File: src/rtl/cu_pkg.sv
// Shared types for the parameterised control unit: FSM states, opcodes and
// a couple of small decode helpers used by the top level.
package cu_pkg;

  // Width of the opcode field at the top of every instruction word.
  localparam int OP_W = 3;

  // Sequencer states; T1..T3 are the execution steps after capture.
  typedef enum logic [1:0] {
    ST_IDLE = 2'd0,
    ST_T1   = 2'd1,
    ST_T2   = 2'd2,
    ST_T3   = 2'd3
  } state_e;

  // Instruction opcodes; the two top codes are reserved and trap as illegal.
  typedef enum logic [OP_W-1:0] {
    OP_MV   = 3'b000,
    OP_MVI  = 3'b001,
    OP_ADD  = 3'b010,
    OP_SUB  = 3'b011,
    OP_XOR  = 3'b100,
    OP_MVNZ = 3'b101,
    OP_ILL6 = 3'b110,
    OP_ILL7 = 3'b111
  } opcode_e;

  // ALU operations take the long T1 -> T2 -> T3 path through the sequencer.
  function automatic logic is_alu_op(input opcode_e op);
    return (op == OP_ADD) || (op == OP_SUB) || (op == OP_XOR);
  endfunction

  // Register-index width for a given register count (at least one bit).
  function automatic int ridx_width(input int num_regs);
    return (num_regs > 1) ? $clog2(num_regs) : 1;
  endfunction

endpackage : cu_pkg

File: src/rtl/reg_onehot_decoder.sv
// Converts a register index into a one-hot strobe vector. With en low, or an
// index beyond the register count, every strobe stays low.
module reg_onehot_decoder #(
  parameter int NUM_REGS = 8,
  parameter int IDX_W    = 3
) (
  input  logic                en,
  input  logic [IDX_W-1:0]    idx,
  output logic [NUM_REGS-1:0] onehot
);

  // Compare the index against every register number; at most one bit matches.
  always_comb begin
    // NOTE: a default before any conditional write keeps this purely
    // combinational; a missing default on some path would infer a latch.
    onehot = '0;
    for (int i = 0; i < NUM_REGS; i++) begin
      if (en && (idx == IDX_W'(i))) begin
        onehot[i] = 1'b1;
      end
    end
  end

endmodule : reg_onehot_decoder

File: src/rtl/param_control_unit.sv
// Multi-cycle control unit for a small register-file datapath. It captures an
// instruction into IR, then steps through up to three execution states,
// raising the register, accumulator and ALU strobes for each step.
module param_control_unit #(
  parameter int DATA_W   = 16,
  parameter int NUM_REGS = 8,
  parameter int IMM_W    = 8
) (
  input  logic                clk,
  input  logic                rst,
  input  logic                new_instr,
  input  logic [DATA_W-1:0]   instr,
  input  logic                g_zero,
  output logic                instr_ctrl,
  output logic [NUM_REGS-1:0] rin,
  output logic [NUM_REGS-1:0] rout,
  output logic                a_in,
  output logic                gin,
  output logic                gout,
  output logic                addsub,
  output logic                xorctrl,
  output logic                ctrl_out,
  output logic [DATA_W-1:0]   out,
  output logic                pc_inc,
  output logic                done,
  output logic                busy,
  output logic                illegal
);

  import cu_pkg::*;

  localparam int RIDX_W = ridx_width(NUM_REGS);

  // Field positions: opcode at the top, then rx, then ry; immediate at the bottom.
  localparam int RX_MSB = DATA_W - OP_W - 1;
  localparam int RY_MSB = RX_MSB - RIDX_W;

  state_e              state_q, state_d;
  logic [DATA_W-1:0]   ir_q, ir_d;
  logic                instr_ctrl_q, instr_ctrl_d;

  opcode_e             op;
  logic [RIDX_W-1:0]   rx;
  logic [RIDX_W-1:0]   ry;

  logic                rin_en;
  logic                rout_en;
  logic [RIDX_W-1:0]   rout_idx;

  // Every IR bit feeds either the field decode or the immediate; this fold
  // just keeps the unused gap bits (for wide DATA_W) from being flagged.
  logic                unused_ir;
  assign unused_ir = ^ir_q;

  assign op = opcode_e'(ir_q[DATA_W-1 -: OP_W]);
  assign rx = ir_q[RX_MSB -: RIDX_W];
  assign ry = ir_q[RY_MSB -: RIDX_W];

  // Immediate is visible on the bus port continuously, zero-extended.
  assign out = DATA_W'(ir_q[IMM_W-1:0]);

  assign busy       = (state_q != ST_IDLE);
  assign instr_ctrl = instr_ctrl_q;

  // Next-state and IR-capture logic; new_instr is only honoured in IDLE.
  always_comb begin
    state_d      = state_q;
    ir_d         = ir_q;
    instr_ctrl_d = 1'b0;
    unique case (state_q)
      ST_IDLE: begin
        if (new_instr) begin
          ir_d         = instr;
          instr_ctrl_d = 1'b1;
          state_d      = ST_T1;
        end
      end
      ST_T1:   state_d = is_alu_op(op) ? ST_T2 : ST_IDLE;
      ST_T2:   state_d = ST_T3;
      ST_T3:   state_d = ST_IDLE;
      default: state_d = ST_IDLE;
    endcase
  end

  // State, IR and the IR-load pulse; reset clears all of them at once.
  always_ff @(posedge clk or negedge rst) begin
    if (!rst) begin
      state_q      <= ST_IDLE;
      ir_q         <= '0;
      instr_ctrl_q <= 1'b0;
    end else begin
      // NOTE: non-blocking assignments so every flop samples the values from
      // before this edge, regardless of statement order.
      state_q      <= state_d;
      ir_q         <= ir_d;
      instr_ctrl_q <= instr_ctrl_d;
    end
  end

  // Step decode: strobes depend only on the registered state and IR (plus
  // g_zero for the conditional move), so they are glitch-free per cycle.
  always_comb begin
    rin_en   = 1'b0;
    rout_en  = 1'b0;
    rout_idx = rx;
    a_in     = 1'b0;
    gin      = 1'b0;
    gout     = 1'b0;
    addsub   = 1'b0;
    xorctrl  = 1'b0;
    ctrl_out = 1'b0;
    pc_inc   = 1'b0;
    done     = 1'b0;
    illegal  = 1'b0;
    unique case (state_q)
      ST_T1: begin
        case (op)
          OP_MV: begin
            rout_en  = 1'b1;
            rout_idx = ry;
            rin_en   = 1'b1;
            done     = 1'b1;
            pc_inc   = 1'b1;
          end
          OP_MVI: begin
            ctrl_out = 1'b1;
            rin_en   = 1'b1;
            done     = 1'b1;
            pc_inc   = 1'b1;
          end
          OP_MVNZ: begin
            done   = 1'b1;
            pc_inc = 1'b1;
            if (!g_zero) begin
              rout_en  = 1'b1;
              rout_idx = ry;
              rin_en   = 1'b1;
            end
          end
          OP_ADD, OP_SUB, OP_XOR: begin
            rout_en  = 1'b1;
            rout_idx = rx;
            a_in     = 1'b1;
          end
          default: begin
            illegal = 1'b1;
            done    = 1'b1;
            pc_inc  = 1'b1;
          end
        endcase
      end
      ST_T2: begin
        rout_en  = 1'b1;
        rout_idx = ry;
        gin      = 1'b1;
        addsub   = (op == OP_SUB);
        xorctrl  = (op == OP_XOR);
      end
      ST_T3: begin
        gout   = 1'b1;
        rin_en = 1'b1;
        done   = 1'b1;
        pc_inc = 1'b1;
      end
      default: ;
    endcase
  end

  // Destination register load strobe; the destination is always rx.
  reg_onehot_decoder #(
    .NUM_REGS (NUM_REGS),
    .IDX_W    (RIDX_W)
  ) u_rin_dec (
    .en     (rin_en),
    .idx    (rx),
    .onehot (rin)
  );

  // Source register bus-drive strobe; rx or ry depending on the step.
  reg_onehot_decoder #(
    .NUM_REGS (NUM_REGS),
    .IDX_W    (RIDX_W)
  ) u_rout_dec (
    .en     (rout_en),
    .idx    (rout_idx),
    .onehot (rout)
  );

endmodule : param_control_unit

File: config.mk
export PLATFORM = sky130hd
export DESIGN_NAME = param_control_unit
export DESIGN_NICKNAME = d
export VERILOG_FILES = /design/src/rtl/cu_pkg.sv /design/src/rtl/reg_onehot_decoder.sv /design/src/rtl/param_control_unit.sv
export SDC_FILE = /design/constraint.sdc
export NUM_CORES = 1
export LEC_CHECK = 0
export BUFFER_PORTS_ARGS = -buffer_cell sky130_fd_sc_hd__buf_2
export CAP_MARGIN = 25
export CORE_MARGIN = 2
export CORE_UTILIZATION = 25
export DETAILED_ROUTE_END_ITERATION = 12
export PLACE_DENSITY = 0.47
export SLEW_MARGIN = 20
export SYNTH_ARGS = -nofsm -noshare
export SYNTH_HDL_FRONTEND = slang
export SYNTH_HIERARCHICAL = 1
export SYNTH_SLANG_ARGS = --single-unit
export TNS_END_PERCENT = 10
File: constraint.sdc
create_clock -name clk -period 3 [get_ports clk]
set_input_delay 0.45 -clock clk [delete_from_list [all_inputs] [get_ports clk]]
set_output_delay 0.45 -clock clk [all_outputs]
set_load 0.01 [all_outputs]
==> impl_metrics.csv, run 1 <==
group,metric,value,unit
yosys,ys_seq_area_frac,0.3616,
sta,post-route-period-util,0.8713,
sta,max_freq,382.6,MHz
worst_setup_path,cp.required,2.55,ns
clock_tree,post_cts_buffers,0,
global_routing,met2_usage,0.1646,
detailed_routing,drt-initial-drc-count,56,
cells_and_area,n_antenna_cell,0,
floorplanning,initial_utilization,0.2575,
detailed_routing,wl,2765,microns
yosys,ys_seq_elements,19,
placed_design,post-place-ws,0.6689,ns
detailed_routing,vias,1037,
cells_and_area,layout-drive-gt1-share,0.4529,
yosys,synth-edff-count,0,
clock_tree,clock_sinks,19,
sta,fin_setup_tns,0,ns
detailed_routing,final_antenna_net_count,0,
global_routing,top_usage_layer,"met2",
floorplanning,die_h,76.53,microns
yosys,synth_async_sr_flop_share,1.000,
worst_setup_path,crit_fanout,11,
worst_setup_path,r2r_cells,4,
sta,finClkSkew,0.002711,ns
yosys,avgSynthCellArea,10.44,sq um
sta,hold_viol_final,0,
clock_tree,root_buffer,"clkbuf_8",
worst_setup_path,crit_start,"state_q[0]$_DFFE_PN0P_",
run_status,outcome,"completed",
yosys,synth.cell_area,0.001315,sq mm
clock_tree,cts_buffer_depth,2,
clock_tree,clk-insertion-delay-late,0.25,ns
sta,finalCriticalPeriod,2.614,ns
global_routing,track_usage,0.09702,
detailed_routing,avgViaCountPerCell,4.321,
yosys,synthCells,126,
global_routing,grt_max_degree,20,
placed_design,dp_hpwl,2129,microns
global_routing,first_global_vias,975,
placed_design,gp_congestion,0.6665,
cells_and_area,area_growth,21.41,%
worst_hold_path,holdCritPathClass,"primary input to asynchronous set/reset pin",
worst_setup_path,rrSetupSlack,1.47,ns
power_and_ir_drop,ir_drop,0.0004070,V
floorplanning,die_area,0.005856,sq mm
detailed_routing,first_pass_iters,3,
yosys,synth.area.top_cells,"dfrtp_1 36%, mux2_1 12%, buf_4 10%",
global_routing,met3_usage,0.02014,
worst_setup_path,crit_type,"flop to output pin",
worst_setup_path,r2r_start,"state_q[0]$_DFFE_PN0P_",
yosys,yosys_warnings,6,
yosys,synthFlopType,"dfrtp_1",
worst_setup_path,cp-end-kind,"output pin",
cells_and_area,multi_input_area,695.7,sq um
sta,setup_viol,0,
clock_tree,cts_inserted_buffers,3,
power_and_ir_drop,p_leak,0.8193,nW
cells_and_area,nets,195,
cells_and_area,seq_area,475.5,sq um
clock_tree,cts_max_level,1,
sta,rsz0062_at_grt,"false",
global_routing,grt_first_pass_wirelength,4712,microns
floorplanning,fp.dieW,76.53,microns
floorplanning,coreArea,0.005107,sq mm
placed_design,io_buffers,54,
yosys,synth_top_area_share,0.3616,
clock_tree,cts_resized,0,
clock_tree,clk_pin_slew,0.07,ns
power_and_ir_drop,power.density,960.1,mW/mm^2
detailed_routing,post_drt_wl_per_cell,11.52,microns
yosys,yosysUniqueCellTypes,34,
global_routing,met1_usage,0.1267,
clock_tree,cts_hold_buf,0,
job,cap_violations,0,
worst_setup_path,cp-start-kind,"flop",
sta,setup_ws,0.3861,ns
floorplanning,placementRows,26,
detailed_routing,drc,0,
floorplanning,ioPinCount,63,
worst_setup_path,worstPathArrival,2.16,ns
global_routing,grt_antenna_before_repair,0,
clock_tree,tritoncts,"built",
yosys,synth.largest_area_cell,"dfrtp_1",
cells_and_area,fillers,545,
sta,slew_viol_final,0,
global_routing,gr-total-overflow,0,
power_and_ir_drop,p_total,1.533,mW
## worst max-delay path, cell delays in order, from the launching register on
cell	delay, ns
dfrtp_1	0.41
inv_1	0.08
ha_1	0.47
nor2b_1	0.09
a31oi_1	0.14
nand3_1	0.24
nor4b_2	0.31
buf_2	0.17
## report_power, final
group	internal (mW)	total (mW)	leakage (nW)	switching (mW)
clock	0.0941	0.172	0.0228	0.0783
sequential	0.381	0.531	0.227	0.150
combinational	0.375	0.829	0.570	0.454
total	0.851	1.53	0.819	0.682
## cell type report
class,count,share of cell area
multi-input cells,87,0.4357
flip-flops and latches,19,0.2978
clock buffers,4,0.02821
well taps,70,0.05486
repair buffers,54,0.1693
inverters,6,0.01411
## placed cells by master (no fill, tap or decap), types with 3 or more instances in the layout
master	netlist	routed
and3_1	3	3
nand4_1	3	3
a31oi_1	3	3
inv_1	5	5
nand3_1	6	6
clkbuf_8	0	3
o21ai_1	3	3
buf_2	1	54
and4b_2	6	6
mux2_1	14	14
nor2_1	4	4
conb_1	1	8
nand2_1	4	4
dfrtp_1	19	19
a21oi_1	3	3
ha_1	4	4
nor2b_1	4	4
and4bb_2	6	6
## final timing paths
kind | end
hold reg to reg | ir_q[6]$_DFFE_PN0P_
setup / recovery | rout[0]
setup reg to reg | ir_q[7]$_DFFE_PN0P_
min in group clk | ir_q[14]$_DFFE_PN0P_
hold / removal | ir_q[2]$_DFFE_PN0P_
max in group asynchronous | ir_q[10]$_DFFE_PN0P_
## Yosys cell counts, types with 2 or more instances
| cell type | instances |
|---|---|
| dfrtp_1 | 19 |
| buf_4 | 18 |
| mux2_1 | 14 |
| and4b_2 | 6 |
| and4bb_2 | 6 |
| nand3_1 | 6 |
| inv_1 | 5 |
| ha_1 | 4 |
| nand2_1 | 4 |
| nor2_1 | 4 |
| nor2b_1 | 4 |
| a21oi_1 | 3 |
| a31oi_1 | 3 |
| and3_1 | 3 |
| nand4_1 | 3 |
| o21ai_1 | 3 |
| and4_2 | 2 |
| clkbuf_1 | 2 |
| nor4b_2 | 2 |
## per-layer routing
metal,vias up,share of wire
met3,0,0.054
met2,37,0.48
met1,477,0.47
li1,523,-
met4,0,0
met5,-,0
## through the flow
stage,utilization,instance area (sq um),hold WS [ns],cells
CTS,0.3126,1597,0.1419,240
detailed placement,0.3038,1551,0.4154,236
floorplan,-,1341,0.1544,133
finish,0.3126,1597,0.1281,240
global placement,0.3038,1551,0.4232,236
global route,0.3126,1597,0.1639,240
## logic make-up after synthesis
family,synth area share
other,0.002852
and+or+nand+nor,0.2807
DFF,0.3616
adders and majority gates,0.03806
AOI/OAI and AO/OA,0.05899
muxes,0.1284
buffers and inverters,0.1294
## registers in the layout, indices dropped and copies added, names as in the netlist, named ones only
register,flops
state_q,1
instr_ctrl,1
ir_q,16
(Power assumes the default switching activity.)
==> inputs of run 2 (changes only) <==
PLACE_DENSITY = 0.48   (was 0.47)
clock period = 2.4 ns   (was 3 ns; I/O delays follow)
==> run 2 against run 1 <==
Sequential power up 24%. Clock skew about the same. Critical endpoint unchanged. Critical path depth unchanged.
==> impl_metrics.csv, run 2 (synthesis gave the netlist of run 1 again) <==
group,metric,value,unit
placed_design,gp_congestion,0.6616,
clock_tree,cts_hold_buf,0,
placed_design,dpl.cell_count,237,
cells_and_area,layout_common_cells,"54 x buf_2, 18 x dfrtp_1, 14 x mux2_1",
global_routing,track_usage,0.09473,
cells_and_area,fin_util,0.3361,
global_routing,grt_first_pass_wirelength,4623,microns
worst_setup_path,cpPeakStageDelay,0.41,ns
power_and_ir_drop,ir_drop,0.0005194,V
detailed_routing,first_pass_iters,2,
placed_design,post-place-ws,0.1552,ns
clock_tree,cts_inserted_buffers,3,
global_routing,met1_usage,0.1244,
clock_tree,cts_max_level,1,
floorplanning,placementRows,26,
cells_and_area,nets,200,
worst_setup_path,crit_type,"flop to output pin",
cells_and_area,largest_reg_flops,16,
global_routing,met2_usage,0.1584,
worst_hold_path,holdCritPathClass,"primary input to asynchronous set/reset pin",
cells_and_area,finalNonFillerCells,245,
cells_and_area,area_growth,30.54,%
job,cap_violations,0,
clock_tree,cts_buffer_depth,2,
sta,finalCriticalPeriod,2.286,ns
sta,max_freq,437.4,MHz
worst_setup_path,rrSetupSlack,0.96,ns
cells_and_area,largest-register,"ir_q",
detailed_routing,vias,1065,
clock_tree,clock_sinks,19,
worst_setup_path,cp.required,2.04,ns
detailed_routing,drt-initial-drc-count,25,
placed_design,io_buffers,54,
power_and_ir_drop,power.density,1246,mW/mm^2
clock_tree,clk-insertion-delay-late,0.25,ns
floorplanning,ioPinCount,63,
detailed_routing,drc,0,
global_routing,grt_max_degree,20,
floorplanning,coreArea,0.005107,sq mm
cells_and_area,n_antenna_cell,0,
sta,hold_viol_final,0,
sta,rsz0062_at_grt,"false",
worst_setup_path,cp-end-kind,"output pin",
global_routing,grt_antenna_before_repair,0,
cells_and_area,layout-drive-gt1-share,0.5257,
worst_setup_path,cp-start-kind,"flop",
sta,post-route-period-util,0.9526,
floorplanning,die_h,76.53,microns
global_routing,met3_usage,0.02133,
floorplanning,fp.dieW,76.53,microns
worst_setup_path,crit_fanout,8,
run_status,outcome,"completed",
placed_design,dp_hpwl,2103,microns
sta,slew_viol_final,0,
clock_tree,clk_pin_slew,0.07,ns
cells_and_area,layout_commonest_cell,"buf_2",
global_routing,top_usage_layer,"met2",
sta,fin_setup_tns,0,ns
worst_setup_path,cpMaxStageDelayCell,"dfrtp_1",
detailed_routing,wl,2851,microns
global_routing,gr-total-overflow,0,
floorplanning,initial_utilization,0.2575,
detailed_routing,post_drt_wl_per_cell,11.64,microns
clock_tree,tritoncts,"built",
clock_tree,root_buffer,"clkbuf_8",
floorplanning,die_area,0.005856,sq mm
detailed_routing,final_antenna_net_count,0,
sta,finClkSkew,0.002570,ns
worst_setup_path,worstPathArrival,1.93,ns
worst_setup_path,r2r_cells,4,
sta,setup_viol,0,
detailed_routing,avgViaCountPerCell,4.347,
power_and_ir_drop,p_leak,0.8611,nW
sta,setup_ws,0.1139,ns
global_routing,first_global_vias,959,
power_and_ir_drop,p_total,2.140,mW
worst_setup_path,r2r_start,"state_q[0]$_DFFE_PN0P_",
worst_setup_path,crit_chain,"inv_2 > ha_4 > buf_4 > a31oi_2 > nand3_2 > nor4b_2 > buf_2",
run 2: worst max-delay path: cells and delay by family (launching register included):
kind,cells,cell delay (ns)
AOI/OAI and AO/OA,1,0.18
adders and majority gates,1,0.26
buffers and inverters,3,0.40
DFF,1,0.41
and+or+nand+nor,2,0.42
run 2: area by class of cell:
| cell class | count | area [sq um] |
|---|---|---|
| fillers | 547 | 3391 |
| multi-input cells | 87 | 777.0 |
| flip-flops and latches | 19 | 476.7 |
| repair buffers | 59 | 307.8 |
| well taps | 70 | 87.58 |
| clock buffers | 4 | 45.04 |
| inverters | 6 | 22.52 |
run 2: stage by stage:
stage | cell area (sq um) | hold slack (ns)
6_report | 1717 | 0.03454
5_1_grt | 1717 | 0.06306
4_1_cts | 1627 | 0.05006
3_5_place_dp | 1559 | 0.3246
3_3_place_gp | 1559 | 0.3282
2_1_floorplan | 1341 | 0.06441
run 2: timing repair:
item,CTS,global route
gates resized for setup,4,11
gates cloned,0,0
pin swaps,0,6
setup endpoints to repair,8,9
buffers inserted,0,4
run 2: path summary, 6_finish.rpt:
path,end
hold / removal,ir_q[3]$_DFFE_PN0P_
min in group clk,ir_q[13]$_DFFE_PN0P_
max in group asynchronous,ir_q[14]$_DFFE_PN0P_
hold reg to reg,ir_q[2]$_DFFE_PN0P_
setup / recovery,rout[0]
setup reg to reg,flop
run 2: metal layers:
layer | share of wire | up-vias
met1 | 0.44 | 494
met5 | 0 | -
li1 | - | 535
met4 | 0 | 0
met2 | 0.50 | 36
met3 | 0.060 | 0
run 2: power by group:
part,internal (mW),total (mW),switching [mW]
clock network,0.118,0.219,0.102
logic,0.598,1.26,0.665
registers,0.478,0.658,0.180
total,1.19,2.14,0.946
==> inputs of run 3 (changes only) <==
CORE_UTILIZATION = 41   (was 25)
PLACE_DENSITY = 0.73   (was 0.48)
==> run 3 against run 2 <==
Design area grew 2.3%. Highest routed layer is now met4. Largest cell class unchanged. Flip-flop and latch count is the same. Sequential power is essentially flat. Critical path type unchanged. Power grew 5.0%. Global-route usage grew 5.3 points. Worst setup slack lost 0.051 ns. Critical path depth is the same. Via count grew 5.8%.
==> impl_metrics.csv, run 3 (synthesis gave the netlist of run 1 again) <==
group,metric,value,unit
cells_and_area,area_growth,33.59,%
worst_setup_path,r2r_cells,4,
cells_and_area,nets,206,
worst_setup_path,cp.required,2.04,ns
worst_setup_path,cpPeakStageDelay,0.42,ns
cells_and_area,layout-drive-gt1-share,0.5691,
sta,max_freq,427.8,MHz
sta,hold_viol_final,0,
worst_hold_path,hold_start,"instr[2]",
worst_setup_path,worstPathArrival,1.98,ns
detailed_routing,first_pass_iters,2,
power_and_ir_drop,p_leak,0.8839,nW
sta,finClkSkew,0.007077,ns
placed_design,io_buffers,54,
worst_setup_path,crit_end,"rout[1]",
clock_tree,clock_sinks,19,
sta,setup_viol,0,
cells_and_area,n_antenna_cell,0,
clock_tree,root_buffer,"clkbuf_4",
worst_setup_path,cpMaxStageDelayCell,"dfrtp_1",
worst_setup_path,crit_fanout,8,
detailed_routing,post_drt_wl_per_cell,12.68,microns
worst_setup_path,crit_type,"flop to output pin",
worst_hold_path,holdCritPathClass,"primary input to flop",
cells_and_area,fillers,285,
clock_tree,cts_max_level,1,
floorplanning,ioPinCount,63,
sta,fin_setup_tns,0,ns
detailed_routing,vias,1127,
clock_tree,clk_pin_slew,0.11,ns
sta,slew_viol_final,0,
clock_tree,clk-insertion-delay-late,0.29,ns
floorplanning,initial_utilization,0.4307,
worst_setup_path,rrSetupSlack,0.96,ns
detailed_routing,drt-initial-drc-count,25,
cells_and_area,largest_reg_flops,16,
global_routing,gr-total-overflow,0,
worst_setup_path,crit_chain,"inv_2 > ha_4 > buf_6 > a31oi_4 > nand3_2 > and4bb_2 > buf_2",
cells_and_area,layout_commonest_cell,"buf_2",
sta,post-route-period-util,0.9739,
detailed_routing,drc,0,
global_routing,first_global_vias,970,
worst_setup_path,r2r-end,"ir_q[6]$_DFFE_PN0P_",
placed_design,gp_congestion,0.7961,
floorplanning,coreArea,0.003053,sq mm
clock_tree,tritoncts,"built",
detailed_routing,final_antenna_net_count,0,
power_and_ir_drop,ir_drop,0.0006626,V
global_routing,grt_max_degree,20,
sta,timing.hold.ws,0.2647,ns
clock_tree,cts_inserted_buffers,3,
sta,finalCriticalPeriod,2.337,ns
cells_and_area,layout_common_cells,"54 x buf_2, 17 x dfrtp_1, 14 x mux2_1",
global_routing,grt_antenna_before_repair,0,
run_status,outcome,"completed",
global_routing,track_usage,0.1477,
floorplanning,placementRows,20,
floorplanning,fp.dieW,60.64,microns
floorplanning,die_h,60.64,microns
global_routing,grt_first_pass_wirelength,4112,microns
power_and_ir_drop,power.density,1278,mW/mm^2
clock_tree,cts_buffer_depth,2,
job,cap_violations,0,
cells_and_area,largest-register,"ir_q",
detailed_routing,avgViaCountPerCell,5.009,
floorplanning,die_area,0.003677,sq mm
worst_setup_path,cp-start-kind,"flop",
placed_design,dp_hpwl,2070,microns
worst_setup_path,cp-end-kind,"output pin",
detailed_routing,wl,2852,microns
[run 3: worst min-delay path by stage]
stage / endpoint / slack, ns / cells past startpoint
2_1_floorplan: asynchronous set/reset pin / 0.06 / 0
3_3_place_gp: ir_q[0]$_DFFE_PN0P_ / 0.31 / 1
3_5_place_dp: ir_q[4]$_DFFE_PN0P_ / 0.31 / 1
4_1_cts: ir_q[2]$_DFFE_PN0P_ / 0.26 / 2
5_1_grt: ir_q[8]$_DFFE_PN0P_ / 0.25 / 2
6_report: ir_q[2]$_DFFE_PN0P_ / 0.26 / 2
[run 3: layer usage]
metal  share of wire  up-vias  global-route usage
met4          0.0095        0             0.05901
li1                -      545                   -
met3           0.055        2             0.01919
met5               0        -                   0
met2            0.53       39              0.2750
met1            0.41      541              0.1698
[run 3: where the power goes]
part	switching (mW)	total, mW	internal [mW]	leakage [nW]
Combinational	0.740	1.43	0.690	0.645
Clock	0.0956	0.159	0.0634	0.0139
Sequential	0.178	0.657	0.479	0.225
[run 3: timing repair]
action | 4_1_cts | 5_1_grt
pin swaps | 0 | 11
hold endpoints to repair | 19 | 0
hold buffers | 1 | 0
setup endpoints to repair | 8 | 16
gates resized for setup | 5 | 22
setup buffers | 0 | 9
[run 3: area by class of cell]
cell class / instances / area (sq um) / area share
multi-input cells: 87 / 812.0 / 0.4623
clock buffers: 3 / 22.52 / 0.01282
repair buffers: 65 / 359.1 / 0.2044
inverters: 6 / 22.52 / 0.01282
well taps: 44 / 55.05 / 0.03134
flip-flops and latches: 19 / 478.0 / 0.2721
clock inverters: 1 / 7.507 / 0.004274
[run 3: through the flow]
stage | util | instances | power (mW) | cell area [sq um] | worst slack (ns)
floorplan | - | 133 | 1.493 | 1341 | 0.2741
global placement | 0.5000 | 211 | 1.658 | 1526 | 0.2774
detailed placement | 0.5000 | 211 | 1.720 | 1526 | 0.1676
CTS | 0.5221 | 216 | 1.943 | 1594 | 0.009131
global route | 0.5754 | 225 | 2.420 | 1757 | -0.03111
finish | 0.5754 | 225 | 2.246 | 1757 | 0.06272
[run 3: critical path: cells and delay by family (launching register included)]
| family | cells | cell delay (ns) |
|---|---|---|
| buffers and inverters | 3 | 0.34 |
| DFF | 1 | 0.42 |
| AOI/OAI and AO/OA | 1 | 0.16 |
| and+or+nand+nor | 2 | 0.49 |
| adders and majority gates | 1 | 0.26 |
